===== src/rtl/tdc_sample_accum_pkg.sv =====
// Shared types and defaults for the TDC sample accumulator.
package tdc_pkg;

  localparam int TDC_N_DEF            = 64;
  localparam int TDC_LOG2_SAMPLES_DEF = 4;

  // Count width able to hold 0..n inclusive.
  function automatic int tdc_cw(input int n);
    return $clog2(n) + 1;
  endfunction

  typedef enum logic [1:0] {IDLE, ACCUM, HOLD} tdc_acc_state_e;

endpackage


===== src/rtl/tdc_sample_accum_if.sv =====
// Sample input and result handshake bundle for tdc_sample_accum.
interface tdc_sample_accum_if #(
  parameter int N            = 64,
  parameter int LOG2_SAMPLES = 4
);
  import tdc_pkg::*;

  localparam int CW = tdc_cw(N);
  localparam int SW = CW + LOG2_SAMPLES;

  logic          in_valid;
  logic [CW-1:0] in_count;
  logic          out_valid;
  logic          out_ready;
  logic [SW-1:0] out_sum;
  logic [CW-1:0] out_mean;
  logic [CW-1:0] out_min;
  logic [CW-1:0] out_max;

  modport master (
    output in_valid, in_count, out_ready,
    input  out_valid, out_sum, out_mean, out_min, out_max
  );

  modport slave (
    input  in_valid, in_count, out_ready,
    output out_valid, out_sum, out_mean, out_min, out_max
  );
endinterface


===== src/rtl/tdc_minmax_track.sv =====
// Running min/max of the clamped samples; *_next folds in the current sample
// so the final latch can include it in the same cycle.
module tdc_minmax_track #(
  parameter int CW = 7,
  parameter int N  = 64
) (
  input  logic          clk,
  input  logic          rst_n,
  input  logic          clr,
  input  logic          upd,
  input  logic [CW-1:0] sample,
  output logic [CW-1:0] min_next,
  output logic [CW-1:0] max_next
);
  localparam logic [CW-1:0] NMAX = CW'(N);

  logic [CW-1:0] min_q, max_q;

  assign min_next = (upd && sample < min_q) ? sample : min_q;
  assign max_next = (upd && sample > max_q) ? sample : max_q;

  always_ff @(posedge clk or negedge rst_n) begin
    if (!rst_n) begin
      min_q <= '0;
      max_q <= '0;
    end else if (clr) begin
      min_q <= NMAX;
      max_q <= '0;
    end else if (upd) begin
      min_q <= min_next;
      max_q <= max_next;
    end
  end
endmodule


===== src/rtl/tdc_sample_accum.sv =====
// Accumulates 2^LOG2_SAMPLES TDC pop-count samples per start and presents
// sum/mean (and min/max when TDC_MINMAX_EN is defined) on a valid/ready port.
module tdc_sample_accum
  import tdc_pkg::*;
#(
  parameter int N            = TDC_N_DEF,
  parameter int LOG2_SAMPLES = TDC_LOG2_SAMPLES_DEF
) (
  input  logic                clk,
  input  logic                rst_n,
  input  logic                start,
  output logic                busy,
  output logic                overrun,
  tdc_sample_accum_if.slave   bus
);
  localparam int CW = tdc_cw(N);
  localparam int SW = CW + LOG2_SAMPLES;
  localparam logic [CW-1:0] NMAX = CW'(N);

  tdc_acc_state_e state_q, state_d;

  logic                    clr, take, fin, drop;
  logic [CW-1:0]           samp;
  logic [SW-1:0]           acc_q, sum_next;
  logic [LOG2_SAMPLES-1:0] cnt_q;
  logic                    ovr_q;
  logic [SW-1:0]           sum_q;
  logic [CW-1:0]           mean_q, min_q, max_q;

  // Out-of-range counts saturate so the accumulator cannot wrap.
  assign samp     = (bus.in_count > NMAX) ? NMAX : bus.in_count;
  assign sum_next = acc_q + SW'(samp);

  always_comb begin
    state_d = state_q;
    clr     = 1'b0;
    take    = 1'b0;
    fin     = 1'b0;
    drop    = 1'b0;
    case (state_q)
      IDLE: if (start) begin
        clr     = 1'b1;
        state_d = ACCUM;
      end
      ACCUM: if (bus.in_valid) begin
        take = 1'b1;
        if (&cnt_q) begin
          fin     = 1'b1;
          state_d = HOLD;
        end
      end
      HOLD: begin
        drop = bus.in_valid;
        if (bus.out_ready) begin
          clr     = start;
          state_d = start ? ACCUM : IDLE;
        end
      end
      default: state_d = IDLE;
    endcase
  end

  always_ff @(posedge clk or negedge rst_n) begin
    if (!rst_n) state_q <= IDLE;
    else        state_q <= state_d;
  end

  always_ff @(posedge clk or negedge rst_n) begin
    if (!rst_n) begin
      acc_q  <= '0;
      cnt_q  <= '0;
      ovr_q  <= 1'b0;
      sum_q  <= '0;
      mean_q <= '0;
    end else begin
      if (clr) begin
        acc_q <= '0;
        cnt_q <= '0;
      end else if (take) begin
        acc_q <= sum_next;
        cnt_q <= cnt_q + 1'b1;
      end
      // A start in the handshake cycle wins over a dropped sample.
      if (clr)       ovr_q <= 1'b0;
      else if (drop) ovr_q <= 1'b1;
      if (fin) begin
        sum_q  <= sum_next;
        mean_q <= sum_next[SW-1:LOG2_SAMPLES];
      end
    end
  end

`ifdef TDC_MINMAX_EN
  logic [CW-1:0] min_nx, max_nx;

  tdc_minmax_track #(.CW(CW), .N(N)) u_minmax (
    .clk      (clk),
    .rst_n    (rst_n),
    .clr      (clr),
    .upd      (take),
    .sample   (samp),
    .min_next (min_nx),
    .max_next (max_nx)
  );

  always_ff @(posedge clk or negedge rst_n) begin
    if (!rst_n) begin
      min_q <= '0;
      max_q <= '0;
    end else if (fin) begin
      min_q <= min_nx;
      max_q <= max_nx;
    end
  end
`else
  assign min_q = '0;
  assign max_q = '0;
`endif

  assign busy          = (state_q == ACCUM);
  assign overrun       = ovr_q;
  assign bus.out_valid = (state_q == HOLD);
  assign bus.out_sum   = sum_q;
  assign bus.out_mean  = mean_q;
  assign bus.out_min   = min_q;
  assign bus.out_max   = max_q;
endmodule


===== src/flat_wrapper.sv =====
// flat-port wrapper written by rule: the top's interface ports become plain ports
module tdc_sample_accum_flat import tdc_pkg::*;
#(
  parameter int N            = TDC_N_DEF,
  parameter int LOG2_SAMPLES = TDC_LOG2_SAMPLES_DEF
)
  (clk, rst_n, start, busy, overrun, bus_in_valid, bus_in_count, bus_out_ready, bus_out_valid, bus_out_sum, bus_out_mean, bus_out_min, bus_out_max);
  tdc_sample_accum_if #(.N(N), .LOG2_SAMPLES(LOG2_SAMPLES)) bus_i ();
  input  logic clk;
  input  logic rst_n;
  input  logic start;
  output logic busy;
  output logic overrun;
  input wire logic [$bits(bus_i.in_valid)-1:0] bus_in_valid;
  input wire logic [$bits(bus_i.in_count)-1:0] bus_in_count;
  input wire logic [$bits(bus_i.out_ready)-1:0] bus_out_ready;
  output wire logic [$bits(bus_i.out_valid)-1:0] bus_out_valid;
  output wire logic [$bits(bus_i.out_sum)-1:0] bus_out_sum;
  output wire logic [$bits(bus_i.out_mean)-1:0] bus_out_mean;
  output wire logic [$bits(bus_i.out_min)-1:0] bus_out_min;
  output wire logic [$bits(bus_i.out_max)-1:0] bus_out_max;
  assign bus_i.in_valid = bus_in_valid;
  assign bus_i.in_count = bus_in_count;
  assign bus_i.out_ready = bus_out_ready;
  assign bus_out_valid = bus_i.out_valid;
  assign bus_out_sum = bus_i.out_sum;
  assign bus_out_mean = bus_i.out_mean;
  assign bus_out_min = bus_i.out_min;
  assign bus_out_max = bus_i.out_max;
  tdc_sample_accum #(.N(N), .LOG2_SAMPLES(LOG2_SAMPLES)) u_core (.clk(clk), .rst_n(rst_n), .start(start), .busy(busy), .overrun(overrun), .bus(bus_i));
endmodule

===== config.mk =====
export PLATFORM = sky130hd
export DESIGN_NAME = tdc_sample_accum_flat
export DESIGN_NICKNAME = d
export VERILOG_FILES = /design/src/rtl/tdc_sample_accum_pkg.sv /design/src/rtl/tdc_sample_accum_if.sv /design/src/rtl/tdc_minmax_track.sv /design/src/rtl/tdc_sample_accum.sv /design/src/flat_wrapper.sv
export SDC_FILE = /design/constraint.sdc
export NUM_CORES = 1
export LEC_CHECK = 0
export BUFFER_PORTS_ARGS = -buffer_cell sky130_fd_sc_hd__buf_2
export CAP_MARGIN = 20
export CORE_ASPECT_RATIO = 0.75
export CORE_MARGIN = 2
export CORE_UTILIZATION = 45
export CTS_CLUSTER_SIZE = 16
export DETAILED_ROUTE_END_ITERATION = 6
export PLACE_DENSITY = 0.7
export SYNTH_ARGS = -nofsm -noshare
export SYNTH_HDL_FRONTEND = slang
export SYNTH_SLANG_ARGS = --single-unit

===== constraint.sdc =====
create_clock -name clk -period 2.73 [get_ports clk]
set_input_delay 0.4095 -clock clk [delete_from_list [all_inputs] [get_ports clk]]
set_output_delay 0.4095 -clock clk [all_outputs]
set_load 0.005 [all_outputs]

==> impl_metrics.env, run 1 <==
export IMPL_cp_end_kind="flip-flop"
export IMPL_detail_route_vias_per_cell=4.80
export IMPL_grt_pass1_wl_um=5380
export IMPL_yosysWarnings=0
export IMPL_numCtsBuffers=5
export IMPL_hp_class="input pin to async pin"
export IMPL_worst_r2r_endpoint="u_core.bus.out_mean[2]"
export IMPL_nNetsFinal=224
export IMPL_die_w_um=76.6
export IMPL_finalWorstSetupSlack_ns=0.584
export IMPL_hold_viol=0
export IMPL_ff2ff_path_depth=8
export IMPL_ff2ff_setup_slack_ns=0.63
export IMPL_setup_violations=0
export IMPL_drt_iter0_drc=95
export IMPL_slew_headroom_pct=58.0
export IMPL_synthCells=177
export IMPL_max_freq_mhz=466
export IMPL_grt_use_total_pct=15.8
export IMPL_p_total_uw=1740
export IMPL_synth_edff_count=0
export IMPL_async_reset_ff_share_pct=100
export IMPL_die_area_um2=4480
export IMPL_ys_seq_elements=29
export IMPL_arrival_ns=2.32
export IMPL_ctsResizeCount=0
export IMPL_yosysUniqueCellTypes=38
export IMPL_rsz0062_at_grt="false"
export IMPL_fillers=355
export IMPL_die_height_um=58.5
export IMPL_gr_total_overflow=0
export IMPL_yosys_most_used_dff="dfrtp_1"
export IMPL_tns_ns=0
export IMPL_required_ns=2.90
export IMPL_ir_drop_mv=0.494
export IMPL_port_buffers=32
export IMPL_slew_violations=0
export IMPL_core_um2=3730
export IMPL_dp_hpwl_um=2410
export IMPL_grt_max_degree=30
export IMPL_cts_tree="yes"
export IMPL_start_util_pct=47.7
export IMPL_outcome="finished clean"
export IMPL_clkTransAtPathRegs_ns=0.06
export IMPL_dr_pass1_iters=4
export IMPL_htreeDepth=2
export IMPL_area_growth_pct=8.23
export IMPL_drive_gt1_share_pct=25.1
export IMPL_path_max_fanout=7
export IMPL_period_minus_slack_ns=2.15
export IMPL_syn_area_um2=1780
export IMPL_place_gp_congestion=0.852
export IMPL_finalInstanceArea_um2=1930
export IMPL_wl_per_cell_um=13.2
export IMPL_wl_um=3360
export IMPL_vias=1223
export IMPL_dpl_worst_slack_ns=0.322
export IMPL_fin_crit_sh_pct=78.6
export IMPL_clockRootBuffer="clkbuf_8"
export IMPL_synth_seq_area_share_pct=40.8
export IMPL_cts_setup_buffers=0
export IMPL_cellPowerDensity_nw_per_um2=902
export IMPL_rows=19
export IMPL_synth_avg_cell_area_um2=10.1
export IMPL_drcViolationCount=0
export IMPL_cts_hold_fix_buffers=0
export IMPL_path_class="input pin to flip-flop"
export IMPL_clock_sinks=29
export IMPL_grt_pass1_vias=1130
export IMPL_fin_worst_skew_ns=0.00938
export IMPL_antenna_found_initial=0
export IMPL_clkLatencyLatePin_ns=0.29
export IMPL_ant_nets=0
export IMPL_antenna_cells=0
export IMPL_max_clock_path_buffers=2
export IMPL_maxCapViolCount=0
export IMPL_rr_startpoint="u_core.acc_q[0]"
export IMPL_leakagePower_uw=0.00101
export IMPL_ios=47
export IMPL_placed_area_um2=1840
export IMPL_worstMarginPinSlew_ns=0.631
export IMPL_setup_worst_path_start_class="input pin"
==> power by group <==
group | internal, uW | switching [uW] | total [uW]
Sequential | 577 | 124 | 701
Combinational | 316 | 361 | 678
Clock | 199 | 158 | 357
==> per-stage QoR <==
| stage | hold WS, ns | util [%] | std cells |
|---|---|---|---|
| final | 0.142 | 51.6 | 255 |
| after global routing | 0.196 | 51.6 | 255 |
| after CTS | 0.176 | 51.6 | 255 |
| after detailed placement | 0.461 | 49.3 | 248 |
| after global placement | 0.454 | 49.3 | 248 |
| after floorplan | 0.114 | - | 190 |
==> Yosys cell counts, types with 2 or more instances <==
library cell	n	area, um^2
ha_1	8	100
o21ai_2	3	26.3
a22o_1	6	52.6
mux2_2	2	22.5
o21ai_1	5	25.0
nand2b_1	6	37.5
nand4_1	2	12.5
nor2b_1	8	50.1
nor2_1	6	22.5
a21oi_1	10	50.1
buf_4	21	158
nand2_1	19	71.3
o21ai_0	5	25.0
buf_6	5	56.3
xnor2_1	6	52.6
xor2_1	5	43.8
inv_1	5	18.8
a21o_1	7	52.6
dfrtp_1	29	726
==> worst max-delay path, stage by stage <==
cell and delay [ns]:
buf_2 0.13, nor2b_1 0.12, ha_1 0.21, inv_1 0.07, fa_1 0.39, nand2b_1 0.18, a21oi_1 0.26, nor2_1 0.11
xnor2_1 0.15, mux2_2 0.27
==> logic make-up after synthesis <==
kind of cell               after synthesis  share of synthesized area, %
AOI/OAI and AO/OA                       43                          17.4
other                                    1                         0.211
buffers and inverters                   31                          13.1
and+or+nand+nor                         51                          15.1
DFF                                     29                          40.8
muxes                                    2                          1.27
xor gates and xnor gates                11                          5.41
adders and majority gates                9                          6.75
==> placed cells by master (no fill, tap or decap), types with 7 or more instances in the layout <==
cell / n
buf_2: 32
dfrtp_1: 29
nand2_1: 19
conb_1: 14
a21oi_1: 10
nor2b_1: 8
ha_1: 8
a21o_1: 7
==> state kept, by name, indices dropped and copies added (netlist names) <==
signal / count
u_core.acc_q: 11
u_core.bus.out_mean: 7
u_core.overrun: 1
u_core.bus.out_sum: 4
u_core.state_q: 2
u_core.cnt_q: 4
==> final cells by class <==
cell class / count / area, um^2 / share of cell area [%]
clock buffers: 7 / 86.3 / 4.48
inverters: 5 / 18.8 / 0.975
flip-flops and latches: 29 / 726 / 37.7
well taps: 52 / 65.1 / 3.38
repair buffers: 32 / 160 / 8.32
multi-input cells: 130 / 870 / 45.2
==> worst max path at each step <==
stage / startpoint / to / slack [ns] / depth (start not counted)
detailed placement: bus_in_count[6] / u_core.bus.out_mean[2] / 0.32 / 10
finish: bus_in_count[6] / u_core.bus.out_mean[2] / 0.58 / 10
CTS: bus_in_count[6] / u_core.bus.out_mean[2] / 0.60 / 10
global placement: bus_in_count[6] / u_core.bus.out_mean[2] / 0.42 / 10
global route: bus_in_count[6] / u_core.bus.out_mean[2] / 0.49 / 10
floorplan: bus_in_count[0] / u_core.bus.out_mean[2] / 0.65 / 9
==> per-layer routing <==
| metal | global-route usage (%) | share of wire [%] | vias to the layer above | wire [um] |
|---|---|---|---|---|
| li1 | - | - | 616 | - |
| met1 | 22.6 | 53 | 562 | 1780 |
| met2 | 22.3 | 40 | 38 | 1340 |
| met3 | 5.06 | 5.7 | 7 | 191 |
| met4 | 6.23 | 1.5 | 0 | 50 |
| met5 | 0 | 0 | - | 0 |
(Power assumes the default switching activity.)
==> run 2, diff against run 1 <==
==> constraint.sdc (replaced) <==
create_clock -name clk -period 2.14 [get_ports clk]
set_input_delay 0.321 -clock clk [delete_from_list [all_inputs] [get_ports clk]]
set_output_delay 0.321 -clock clk [all_outputs]
set_load 0.005 [all_outputs]
==> impl_metrics.env, run 2 (synthesis results as in run 1) <==
export IMPL_vias=1259
export IMPL_cp_end_kind="flip-flop"
export IMPL_finalInstanceArea_um2=1970
export IMPL_period_minus_slack_ns=1.97
export IMPL_grt_max_degree=30
export IMPL_antenna_cells=0
export IMPL_area_growth_pct=10.8
export IMPL_cts_hold_fix_buffers=0
export IMPL_largest_register_ffs=11
export IMPL_clkLatencyLatePin_ns=0.28
export IMPL_path_max_fanout=3
export IMPL_outcome="finished clean"
export IMPL_ctsResizeCount=0
export IMPL_drt_iter0_drc=66
export IMPL_die_w_um=76.6
export IMPL_max_freq_mhz=508
export IMPL_antenna_found_initial=0
export IMPL_wl_um=3200
export IMPL_start_util_pct=47.7
export IMPL_fin_worst_skew_ns=0.00229
export IMPL_htreeDepth=2
export IMPL_place_gp_congestion=0.811
export IMPL_die_area_um2=4480
export IMPL_rsz0062_at_grt="false"
export IMPL_grt_pass1_vias=1194
export IMPL_clockRootBuffer="clkbuf_8"
export IMPL_setup_worst_path_start_class="flip-flop"
export IMPL_grt_use_total_pct=15.8
export IMPL_top_register="u_core.acc_q"
export IMPL_cellPowerDensity_nw_per_um2=1120
export IMPL_clkTransAtPathRegs_ns=0.06
export IMPL_detail_route_vias_per_cell=4.82
export IMPL_gr_total_overflow=0
export IMPL_hold_viol=0
export IMPL_drcViolationCount=0
export IMPL_ff2ff_setup_slack_ns=0.17
export IMPL_layout_common_cells="buf_2, dfrtp_1, nand2_1"
export IMPL_rows=19
export IMPL_required_ns=2.30
export IMPL_port_buffers=32
export IMPL_fin_crit_sh_pct=92.0
export IMPL_nNetsFinal=230
export IMPL_leakagePower_uw=0.00104
export IMPL_core_um2=3730
export IMPL_max_clock_path_buffers=2
export IMPL_maxCapViolCount=0
export IMPL_ir_drop_mv=0.604
export IMPL_grt_pass1_wl_um=5400
export IMPL_setup_violations=0
export IMPL_final_common_cell="buf_2"
export IMPL_dr_pass1_iters=4
export IMPL_slew_violations=0
export IMPL_finalWorstSetupSlack_ns=0.171
export IMPL_numCtsBuffers=5
export IMPL_path_class="flip-flop to flip-flop"
export IMPL_worstMarginPinSlew_ns=0.637
export IMPL_ant_nets=0
export IMPL_ff2ff_path_depth=8
export IMPL_dpl_worst_slack_ns=-0.0335
export IMPL_arrival_ns=2.13
export IMPL_clock_sinks=29
export IMPL_place_inst=254
export IMPL_hp_class="input pin to async pin"
export IMPL_placed_area_um2=1880
export IMPL_cts_setup_buffers=0
export IMPL_slew_headroom_pct=57.5
export IMPL_stdcell_count=261
export IMPL_cts_tree="yes"
export IMPL_dp_hpwl_um=2440
export IMPL_drive_gt1_share_pct=27.3
export IMPL_wl_per_cell_um=12.2
export IMPL_die_height_um=58.5
export IMPL_ios=47
## run 2: final timing paths
check	start	end
setup / recovery	u_core.acc_q[0]	u_core.bus.out_mean[2]
min in group clk	bus_out_ready	u_core.state_q[1]
hold / removal	rst_n	u_core.bus.out_sum[0]
setup reg to reg	u_core.acc_q[0]	u_core.bus.out_mean[2]
max in group asynchronous	rst_n	u_core.acc_q[2]
hold reg to reg	u_core.bus.out_sum[0]	u_core.bus.out_sum[0]
## run 2: power by group
part | internal (uW) | switching, uW
Sequential | 737 | 156
Clock | 254 | 191
Combinational | 425 | 448
## run 2: worst max-delay path, cell delays in order (launching register included)
cell	delay [ns]
dfrtp_1	0.35
ha_1	0.17
inv_1	0.06
fa_1	0.37
nand2b_1	0.18
a21oi_1	0.23
nor2_1	0.10
xnor2_1	0.14
mux2_2	0.26
## run 2: final cells by class
type                       count  area, um^2
fill                         364        1760
timing repair buffer          38         205
tap                           52        65.1
sequential                    29         726
inverter                       5        18.8
clock buffer                   7        86.3
multi-input combinational    130         870
## run 2: routing by layer
| metal | track usage (%) | vias to the layer above | share of wire, % | wire [um] |
|---|---|---|---|---|
| li1 | - | 632 | - | - |
| met1 | 21.4 | 594 | 52 | 1660 |
| met2 | 23.8 | 31 | 43 | 1370 |
| met3 | 6.90 | 2 | 4.4 | 142 |
| met4 | 3.12 | 0 | 0.66 | 21 |
| met5 | 0 | - | 0 | 0 |
## run 2: stage by stage
stage / util (%) / hold WS [ns] / setup TNS (ns) / total power, uW
2_1_floorplan: - / 0.0254 / 0 / 1570
3_3_place_gp: 50.5 / 0.385 / 0 / 1750
3_5_place_dp: 50.5 / 0.391 / -0.0616 / 1770
4_1_cts: 52.8 / 0.0851 / 0 / 2240
5_1_grt: 52.8 / 0.119 / 0 / 2390
6_report: 52.8 / 0.0619 / 0 / 2210
